File: config.mk
export PLATFORM = sky130hd
export DESIGN_NAME = alu_share_ctrl_flat
export DESIGN_NICKNAME = d
export VERILOG_FILES = /design/src/rtl/alu_share_ctrl_if.sv /design/src/rtl/alu_share_ctrl.sv /design/src/flat_wrapper.sv
export SDC_FILE = /design/constraint.sdc
export NUM_CORES = 1
export LEC_CHECK = 0
export ABC_AREA = 1
export BUFFER_PORTS_ARGS = -buffer_cell sky130_fd_sc_hd__buf_2
export CAP_MARGIN = 20
export CORE_MARGIN = 3
export CORE_UTILIZATION = 45
export CTS_CLUSTER_DIAMETER = 200
export DETAILED_ROUTE_END_ITERATION = 7
export PLACE_DENSITY_LB_ADDON = 0.3
export SLEW_MARGIN = 20
export SYNTH_ARGS = -nofsm -noshare
export SYNTH_HDL_FRONTEND = slang
export SYNTH_SLANG_ARGS = --single-unit
File: constraint.sdc
create_clock -name clk -period 3.6 [get_ports clk]
set_input_delay 0.18 -clock clk [delete_from_list [all_inputs] [get_ports clk]]
set_output_delay 0.18 -clock clk [all_outputs]
set_load 0.005 [all_outputs]
File: src/rtl/alu_share_ctrl_if.sv
// Requester / shared-ALU / response bundle for alu_share_ctrl.
// The slave modport is the controller side; master is the side that issues
// requests, provides the combinational ALU result and accepts responses.
interface alu_share_ctrl_if #(
    parameter int N       = 8,
    parameter int NUM_REQ = 4,
    parameter int IDW     = 2
);
    logic [NUM_REQ-1:0]   req_valid;
    logic [NUM_REQ-1:0]   req_ready;
    logic [3*NUM_REQ-1:0] req_op;
    logic [N*NUM_REQ-1:0] req_a;
    logic [N*NUM_REQ-1:0] req_b;
    logic [2:0]           alu_op;
    logic [N-1:0]         alu_a;
    logic [N-1:0]         alu_b;
    logic [N-1:0]         alu_result;
    logic                 resp_valid;
    logic                 resp_ready;
    logic [N-1:0]         resp_data;
    logic [IDW-1:0]       resp_id;
    logic                 busy;

    modport slave (
        input  req_valid, req_op, req_a, req_b, alu_result, resp_ready,
        output req_ready, alu_op, alu_a, alu_b, resp_valid, resp_data, resp_id, busy
    );

    modport master (
        output req_valid, req_op, req_a, req_b, alu_result, resp_ready,
        input  req_ready, alu_op, alu_a, alu_b, resp_valid, resp_data, resp_id, busy
    );
endinterface

File: src/rtl/alu_share_ctrl.sv
// Round-robin sharing of one combinational ALU among NUM_REQ requesters.
// IDLE picks a winner, EXEC drives the ALU and captures its result, RESP holds
// the tagged result until accepted.
// Optional macro ALU_SHARE_CTRL_PERF_EN adds op_count / stall_count outputs.
module alu_share_ctrl #(
    parameter int N       = 8,
    parameter int NUM_REQ = 4,
    parameter int IDW     = 2
) (
    input  logic clk,
    input  logic rst_n,
    alu_share_ctrl_if.slave bus
`ifdef ALU_SHARE_CTRL_PERF_EN
    ,
    output logic [15:0] op_count,
    output logic [15:0] stall_count
`endif
);
    typedef enum logic [1:0] {IDLE, EXEC, RESP} state_t;

    state_t             state;
    logic [IDW-1:0]     rr;
    logic [IDW-1:0]     w_r;
    logic [IDW-1:0]     win;
    logic               found;
    logic [IDW:0]       idx;
    logic [NUM_REQ-1:0] ready;
    logic               accept;
    logic               resp_hs;

    // Winner search: walk offsets high to low so the smallest offset from rr wins.
    always_comb begin
        win   = '0;
        found = 1'b0;
        idx   = '0;
        for (int k = NUM_REQ - 1; k >= 0; k--) begin
            idx = {1'b0, rr} + (IDW+1)'(k);
            if (idx >= (IDW+1)'(NUM_REQ))
                idx = idx - (IDW+1)'(NUM_REQ);
            if (bus.req_valid[idx[IDW-1:0]]) begin
                win   = idx[IDW-1:0];
                found = 1'b1;
            end
        end
    end

    // Grant only the winner, and only while idle.
    always_comb begin
        ready = '0;
        if (state == IDLE && found)
            ready[win] = 1'b1;
    end

    assign bus.req_ready = ready;
    assign accept        = (state == IDLE) && found;
    assign resp_hs       = (state == RESP) && bus.resp_ready;

    // Sequencer: ALU operand registers double as the alu_* outputs, so they
    // only change on a grant and hold their last values while idle.
    always_ff @(posedge clk or negedge rst_n) begin
        if (!rst_n) begin
            state          <= IDLE;
            rr             <= '0;
            w_r            <= '0;
            bus.alu_op     <= '0;
            bus.alu_a      <= '0;
            bus.alu_b      <= '0;
            bus.resp_valid <= 1'b0;
            bus.resp_data  <= '0;
            bus.resp_id    <= '0;
            bus.busy       <= 1'b0;
        end else begin
            case (state)
                IDLE: if (accept) begin
                    bus.alu_op <= bus.req_op[int'(win)*3 +: 3];
                    bus.alu_a  <= bus.req_a[int'(win)*N +: N];
                    bus.alu_b  <= bus.req_b[int'(win)*N +: N];
                    w_r        <= win;
                    bus.busy   <= 1'b1;
                    state      <= EXEC;
                end
                EXEC: begin
                    bus.resp_data  <= bus.alu_result;
                    bus.resp_id    <= w_r;
                    bus.resp_valid <= 1'b1;
                    state          <= RESP;
                end
                RESP: if (bus.resp_ready) begin
                    bus.resp_valid <= 1'b0;
                    bus.busy       <= 1'b0;
                    rr             <= (w_r == IDW'(NUM_REQ - 1)) ? '0 : w_r + 1'b1;
                    state          <= IDLE;
                end
                default: state <= IDLE;
            endcase
        end
    end

`ifdef ALU_SHARE_CTRL_PERF_EN
    // Saturating counters for completed responses and back-pressured cycles.
    always_ff @(posedge clk or negedge rst_n) begin
        if (!rst_n) begin
            op_count    <= '0;
            stall_count <= '0;
        end else begin
            if (resp_hs && op_count != 16'hFFFF)
                op_count <= op_count + 16'd1;
            if (state == RESP && !bus.resp_ready && stall_count != 16'hFFFF)
                stall_count <= stall_count + 16'd1;
        end
    end
`endif
endmodule

File: src/flat_wrapper.sv
// flat-port wrapper written by rule: the top's interface ports become plain ports
module alu_share_ctrl_flat 
#(
    parameter int N       = 8,
    parameter int NUM_REQ = 4,
    parameter int IDW     = 2
)
  (clk, rst_n, bus_req_valid, bus_req_op, bus_req_a, bus_req_b, bus_alu_result, bus_resp_ready, bus_req_ready, bus_alu_op, bus_alu_a, bus_alu_b, bus_resp_valid, bus_resp_data, bus_resp_id, bus_busy);
  alu_share_ctrl_if #(.N(N), .NUM_REQ(NUM_REQ), .IDW(IDW)) bus_i ();
  input  logic clk;
  input  logic rst_n;
  input wire logic [$bits(bus_i.req_valid)-1:0] bus_req_valid;
  input wire logic [$bits(bus_i.req_op)-1:0] bus_req_op;
  input wire logic [$bits(bus_i.req_a)-1:0] bus_req_a;
  input wire logic [$bits(bus_i.req_b)-1:0] bus_req_b;
  input wire logic [$bits(bus_i.alu_result)-1:0] bus_alu_result;
  input wire logic [$bits(bus_i.resp_ready)-1:0] bus_resp_ready;
  output wire logic [$bits(bus_i.req_ready)-1:0] bus_req_ready;
  output wire logic [$bits(bus_i.alu_op)-1:0] bus_alu_op;
  output wire logic [$bits(bus_i.alu_a)-1:0] bus_alu_a;
  output wire logic [$bits(bus_i.alu_b)-1:0] bus_alu_b;
  output wire logic [$bits(bus_i.resp_valid)-1:0] bus_resp_valid;
  output wire logic [$bits(bus_i.resp_data)-1:0] bus_resp_data;
  output wire logic [$bits(bus_i.resp_id)-1:0] bus_resp_id;
  output wire logic [$bits(bus_i.busy)-1:0] bus_busy;
  assign bus_i.req_valid = bus_req_valid;
  assign bus_i.req_op = bus_req_op;
  assign bus_i.req_a = bus_req_a;
  assign bus_i.req_b = bus_req_b;
  assign bus_i.alu_result = bus_alu_result;
  assign bus_i.resp_ready = bus_resp_ready;
  assign bus_req_ready = bus_i.req_ready;
  assign bus_alu_op = bus_i.alu_op;
  assign bus_alu_a = bus_i.alu_a;
  assign bus_alu_b = bus_i.alu_b;
  assign bus_resp_valid = bus_i.resp_valid;
  assign bus_resp_data = bus_i.resp_data;
  assign bus_resp_id = bus_i.resp_id;
  assign bus_busy = bus_i.busy;
  alu_share_ctrl #(.N(N), .NUM_REQ(NUM_REQ), .IDW(IDW)) u_core (.clk(clk), .rst_n(rst_n), .bus(bus_i));
endmodule
==> results of run 1 <==
==> cell families (layout without fill, tap and decap cells) <==
logic type | Yosys count | in the layout | synth area share (%)
compound gates | 17 | 17 | 4.58
flops | 37 | 37 | 36.9
buf+inv | 98 | 216 | 16.4
fa+ha+maj | 1 | 1 | 0.498
simple gates | 241 | 241 | 41.6
==> metrics by stage <==
stage / util (%) / area, um^2
finish: 62.0 / 3250
global route: 62.0 / 3250
CTS: 62.0 / 3250
detailed placement: 59.8 / 3130
global placement: 59.8 / 3130
floorplan: - / 2510
==> registers in the layout (all words and copies together) (netlist names) <==
name,flops
u_core.bus.alu_a,8
u_core.bus.alu_b,8
u_core.bus.resp_data,8
u_core.bus.alu_op,3
u_core.bus.resp_id,2
u_core.rr,2
u_core.state,2
u_core.w_r,2
u_core.bus.busy,1
u_core.bus.resp_valid,1
==> cell type report <==
type,instances,area (um^2)
repair buffers,127,641
flip-flops and latches,37,926
well taps,70,87.6
multi-input cells,259,1170
clock inverters,3,46.3
inverters,81,307
clock buffers,5,68.8
fillers,519,1990
==> Yosys cell counts <==
cell	instances	area, um^2
nand2_1	149	559
inv_1	78	293
nand3_1	64	320
dfrtp_1	37	926
buf_2	10	50.1
o211ai_1	8	60.1
or2_1	8	50.1
nor2_1	7	26.3
o21ai_0	6	30.0
nand2_2	5	31.3
buf_6	4	45.0
clkbuf_1	3	11.3
inv_2	2	7.51
nor2_2	2	12.5
nor3_1	2	10.0
a31oi_2	1	12.5
and2_1	1	6.26
ha_1	1	12.5
inv_4	1	6.26
nand3_2	1	10.0
nand3b_1	1	7.51
nor2_4	1	11.3
o21ai_1	1	5.00
o31ai_1	1	7.51
==> power groups by stage <==
stage	Sequential (uW)	Clock [uW]	Combinational, uW
6_report	758	368	1840
5_1_grt	784	398	2130
4_1_cts	757	378	1850
3_5_place_dp	759	0	1860
3_3_place_gp	758	0	1800
2_1_floorplan	751	0	1440
==> worst reg2reg max path: stages, from the launching register on <==
cell and delay [ns]:
dfrtp_1 0.58, inv_4 0.09, nand2_1 0.07, nand2_1 0.06
nand2_1 0.12, nand2_1 0.09, nor2_2 0.14, nor2_1 0.06
nand2_2 0.32, nand2_2 0.52, buf_4 0.37, nand2_1 0.07
nand3_1 0.07, nand2_1 0.11, nand2_1 0.05, nand2_1 0.08
==> layout by cell type (no fill, tap or decap), types with 2 or more instances in the layout <==
cell,synthesis,routed
nand2_1,149,149
or2_1,8,8
clkbuf_8,0,5
nand2_2,5,5
dfrtp_1,37,37
nand3_1,64,64
inv_2,2,2
inv_1,78,78
nor3_1,2,2
nor2_1,7,7
o211ai_1,8,8
o21ai_0,6,6
buf_2,10,125
nor2_2,2,2
buf_4,0,2
==> worst max-delay path by stage <==
stage / startpoint / to / slack [ns] / depth (start not counted)
final: u_core.rr[0] / bus_req_ready[3] / 0.56 / 12
after global routing: u_core.rr[0] / bus_req_ready[0] / 0.20 / 11
after CTS: u_core.rr[0] / bus_req_ready[3] / 0.57 / 12
after detailed placement: u_core.rr[0] / u_core.bus.alu_op[2] / 0.75 / 15
after global placement: u_core.rr[0] / u_core.bus.alu_b[0] / 0.90 / 16
after floorplan: u_core.rr[0] / bus_req_ready[0] / 1.84 / 13
==> layer usage <==
layer  part of all wire, %  GRT usage, %
met5                     0             0
met4                   2.0          8.95
met3                   6.3          3.48
met2                    49          34.9
met1                    42          25.9
==> out/qor.yml, run 1 <==
area_growth_pct: 29.3
cpLargestDelayFamily: "simple AND/OR/NAND/NOR gates"
core_mm2: 0.00524
gp_congestion: 0.940
synth_cell_types: 24
powerDensity_mw_per_mm2: 913
rsz0062_at_grt: "no"
leakage_uw: 0.00207
grt_pass1_wl_mm: 10.5
worstReg2RegEnd: "u_core.bus.alu_b[0]"
cts_tree: "yes"
rows: 26
first_pass_iters: 4
violations: "hold timing"
power.switching_uw: 1460
die_height_um: 80.7
fin_nets: 603
cts_root_buf: "clkbuf_8"
via_count: 2760
slew_viol_final: 0
syn_area_mm2: 0.00251
wirelength_mm: 6.56
die_w_um: 80.7
worst_hold_slack_ns: -0.00919
cts_hold_buf: 0
achievable-frequency_mhz: 329
postSynthCellCount: 394
period_needed_ns: 3.04
grt_util_all_layers_pct: 20.7
hold_path.class: "in -> async"
status: "complete, but fails checks"
path_class: "reg -> out"
ios: 126
ys_ff_latch: 37
reg2reg_setup_slack_ns: 0.73
crit_path_end_kind: "output pin"
yosysSeqAreaShare_pct: 36.9
stdcell_count: 582
pwr-share-clk_pct: 12.4
via_per_inst: 4.74
ys_warn_count: 0
switching_share_pct: 49.3
comb_power_share_pct: 62.1
post_cts_resized: 0
wl_per_cell_um: 11.3
setup_viol: 0
clk_latency_ns: 0.29
fin_setup_tns_ns: 0
dp_hpwl_mm: 4.97
grt_max_degree: 48
crit_required_ns: 3.42
critical_path.cell_chain: "inv_4 > nand2_1 > nand2_1 > nand2_1 > nand2_1 > nor2_2 > nor2_1 > nand2_2 > nand2_2 > nand2_1 > nor2_1 > buf_2"
first_iter_violations: 86
r2r-start: "u_core.rr[0]"
drc_errors: 0
pre_cts_ws_ns: 0.750
cts.path.max_buffers: 2
start_util_pct: 47.9
rr_worst_depth: 15
drive_gt1_share_pct: 28.9
path_buf_inv: 2
clk_pin_slew_ns: 0.08
path_common_cell: "nand2_1"
grt_pass1_vias: 2461
grt_overflow: 0
diodes: 0
ir_worst_vdd_uv: 544
relSlewSlack_pct: 42.5
cts_setup_buffers: 0
skew_ns: 0.00411
hold_viol_final: 8
final_antenna_net_count: 0
p_seq_share_pct: 25.5
dieArea_mm2: 0.00651
numCtsBuffers: 5
syn_nets: 486
cts_num_sinks: 37
cpMaxStageDelayCell: "dfrtp_1"
crit_fanout: 47
intPower_uw: 1500
cp-start-kind: "register"
placedCellCount: 574
setup_slack_ns: 0.563
tightest_slew_ns: 0.862
synth_area_per_cell_um2: 6.37
port_buffers: 125
p_total_uw: 2970
critical-path-max-stage-delay_ns: 0.58
htree_levels: 2
timing.final.crit_share_pct: 84.4
drv_cap: 0
grt_antenna_before_repair: 0
cp.arrival_ns: 2.86
Note: power is estimated with default switching activity, not from simulation.
==> run 2: changes to the inputs <==
==> constraint.sdc (replaced) <==
create_clock -name clk -period 3.1 [get_ports clk]
set_input_delay 0.155 -clock clk [delete_from_list [all_inputs] [get_ports clk]]
set_output_delay 0.155 -clock clk [all_outputs]
set_load 0.005 [all_outputs]
==> out/qor.yml, run 2 (synthesis gave the netlist of run 1 again) <==
drive_gt1_share_pct: 29.1  # +0.22 points
cp.arrival_ns: 2.58  # -0.28 ns
fin_setup_tns_ns: 0  # unchanged
cts.path.max_buffers: 2  # unchanged
hold_path.class: "in -> reg"
intPower_uw: 1890  # +26%
gp_congestion: 0.867  # -7.8%
worstHoldEndpoint: "u_core.bus.resp_data[5]"
setup_viol: 0  # unchanged
grt_max_degree: 59  # +23%
core_mm2: 0.00524  # unchanged
ios: 126  # unchanged
grt_antenna_before_repair: 0  # unchanged
first_iter_violations: 79  # -8.1%
clk_latency_ns: 0.29  # about the same
grt_overflow: 0  # unchanged
die_w_um: 80.7  # unchanged
relSlewSlack_pct: 47.4  # +4.9 points
rows: 26  # unchanged
tightest_slew_ns: 0.789  # -0.0729 ns
wirelength_mm: 6.63  # +1.1%
r2r-start: "u_core.rr[0]"
numCtsBuffers: 5  # unchanged
clk_pin_slew_ns: 0.08  # about the same
pwr-share-clk_pct: 13.9  # +1.5 points
switching_share_pct: 47.6  # -1.7 points
area_growth_pct: 31.7
powerDensity_mw_per_mm2: 1090  # +19%
crit_required_ns: 2.94  # -0.48 ns
grt_util_all_layers_pct: 21.3  # +0.62 points
dp_hpwl_mm: 4.97  # about the same
achievable-frequency_mhz: 366
path_class: "reg -> out"
stdcell_count: 585  # +0.52%
reg2reg_setup_slack_ns: 0.69  # -0.04 ns
diodes: 0  # unchanged
fin_nets: 606  # +0.50%
mostFrequentLayoutCells: "nand2_1, buf_2, inv_1"
die_height_um: 80.7  # unchanged
drc_errors: 0  # unchanged
crit_path_end_kind: "output pin"
final.fill_count: 502  # -3.3%
cts_root_buf: "clkbuf_8"
crit_fanout: 58  # +23%
drv_cap: 0  # unchanged
comb_power_share_pct: 61.6  # -0.5 points
start_util_pct: 47.9  # unchanged
wl_per_cell_um: 11.3  # +0.56%
whs_path_depth: 3
rr_worst_depth: 16  # +1
top_regs: "u_core.bus.alu_a x8, u_core.bus.alu_b x8, u_core.bus.resp_data x8"
placedCellCount: 576  # +0.35%
hold_viol_final: 0  # -8
slew_viol_final: 0  # unchanged
via_count: 2724  # -1.3%
rsz0062_at_grt: "no"
final_antenna_net_count: 0  # unchanged
skew_ns: 0.00495  # +0.000839 ns
htree_levels: 2  # unchanged
worstReg2RegEnd: "u_core.bus.alu_op[1]"
timing.final.crit_share_pct: 88.2
via_per_inst: 4.66  # -1.8%
min_from: "bus_alu_result[5]"
p_seq_share_pct: 24.5  # -1.0 points
cp-start-kind: "register"
grt_pass1_wl_mm: 11.0  # +4.3%
port_buffers: 125  # unchanged
ir_worst_vdd_uv: 517  # -4.8%
power.switching_uw: 1720  # +17%
cts_num_sinks: 37  # unchanged
layout_commonest_cell: "nand2_1"
post_cts_resized: 0  # unchanged
period_needed_ns: 2.73
status: "complete, no violations"
leakage_uw: 0.00210  # +1.6%
dieArea_mm2: 0.00651  # unchanged
first_pass_iters: 4  # unchanged
grt_pass1_vias: 2502  # +1.7%
cts_tree: "yes"
[run 2: changes by cell type in the layout (fill, tap and decap cells not counted), sizes merged]
| cell | delta |
|---|---|
| inv | +1 |
| clkinv | -1 |
| bufinv | +1 |
| dlygate4sd3 | +1 |
| buf | +2 |
| clkinvlp | -1 |
[run 2: power by group through the flow]
stage                     logic (uW)  registers [uW]  clock network, uW
after floorplan                 1670             872                  0
after global placement          2170             885                  0
after detailed placement        2230             881                  0
after CTS                       2240             882                513
after global routing            2580             912                541
final                           2220             884                501
[run 2: cell type report]
class	count	area (um^2)	share of cell area, %
multi-input cells	259	1170	35.4
flip-flops and latches	37	926	28.0
repair buffers	130	678	20.5
inverters	81	307	9.27
well taps	70	87.6	2.65
clock buffers	5	68.8	2.08
clock inverters	3	68.8	2.08
[run 2: metrics by stage]
step | util, % | total power, uW | hold slack [ns] | cell area [um^2] | setup WS, ns
3_3_place_gp | 60.3 | 3060 | 0.298 | 3160 | 0.809
2_1_floorplan | - | 2540 | -0.141 | 2510 | 1.37
5_1_grt | 63.2 | 4030 | 0.0590 | 3310 | 0.0401
3_5_place_dp | 60.3 | 3110 | 0.300 | 3160 | 0.741
4_1_cts | 63.2 | 3630 | 0.0599 | 3310 | 0.392
6_report | 63.2 | 3600 | 0.0655 | 3310 | 0.367
[run 2: per-layer routing]
layer | GRT usage (%) | vias up | wire (um)
met2 | 35.5 | 105 | 3260
li1 | - | 1429 | -
met5 | 0 | - | 0
met4 | 6.25 | 0 | 117
met3 | 4.93 | 15 | 473
met1 | 27.5 | 1175 | 2770
[run 2: how the worst max path moves through the flow]
stage                 start               end  slack [ns]
2_1_floorplan  u_core.rr[0]  bus_req_ready[0]        1.37
4_1_cts        u_core.rr[0]  bus_req_ready[3]        0.39
5_1_grt        u_core.rr[0]  bus_req_ready[2]        0.04
3_5_place_dp   u_core.rr[0]  bus_req_ready[3]        0.74
6_report       u_core.rr[0]  bus_req_ready[3]        0.37
3_3_place_gp   u_core.rr[0]  bus_req_ready[3]        0.81
[run 2: repair_timing]
item                                   CTS  global route
hold buffers                             1             0
endpoints found under the hold margin   37             0
setup endpoints to repair                0             0
buffers inserted                         0             0
[run 2: worst max-delay path: stages (launching register included)]
cell and delay (ns):
dfrtp_1 0.58, inv_4 0.09, nand2_2 0.08, nand2_1 0.09
nor2_1 0.17, inv_1 0.07, nand2_1 0.07, inv_1 0.04
nand2_1 0.07, nand2_2 0.24, nand2_2 0.19, buf_12 0.24
nand2_1 0.10, nor2_1 0.12, buf_2 0.13
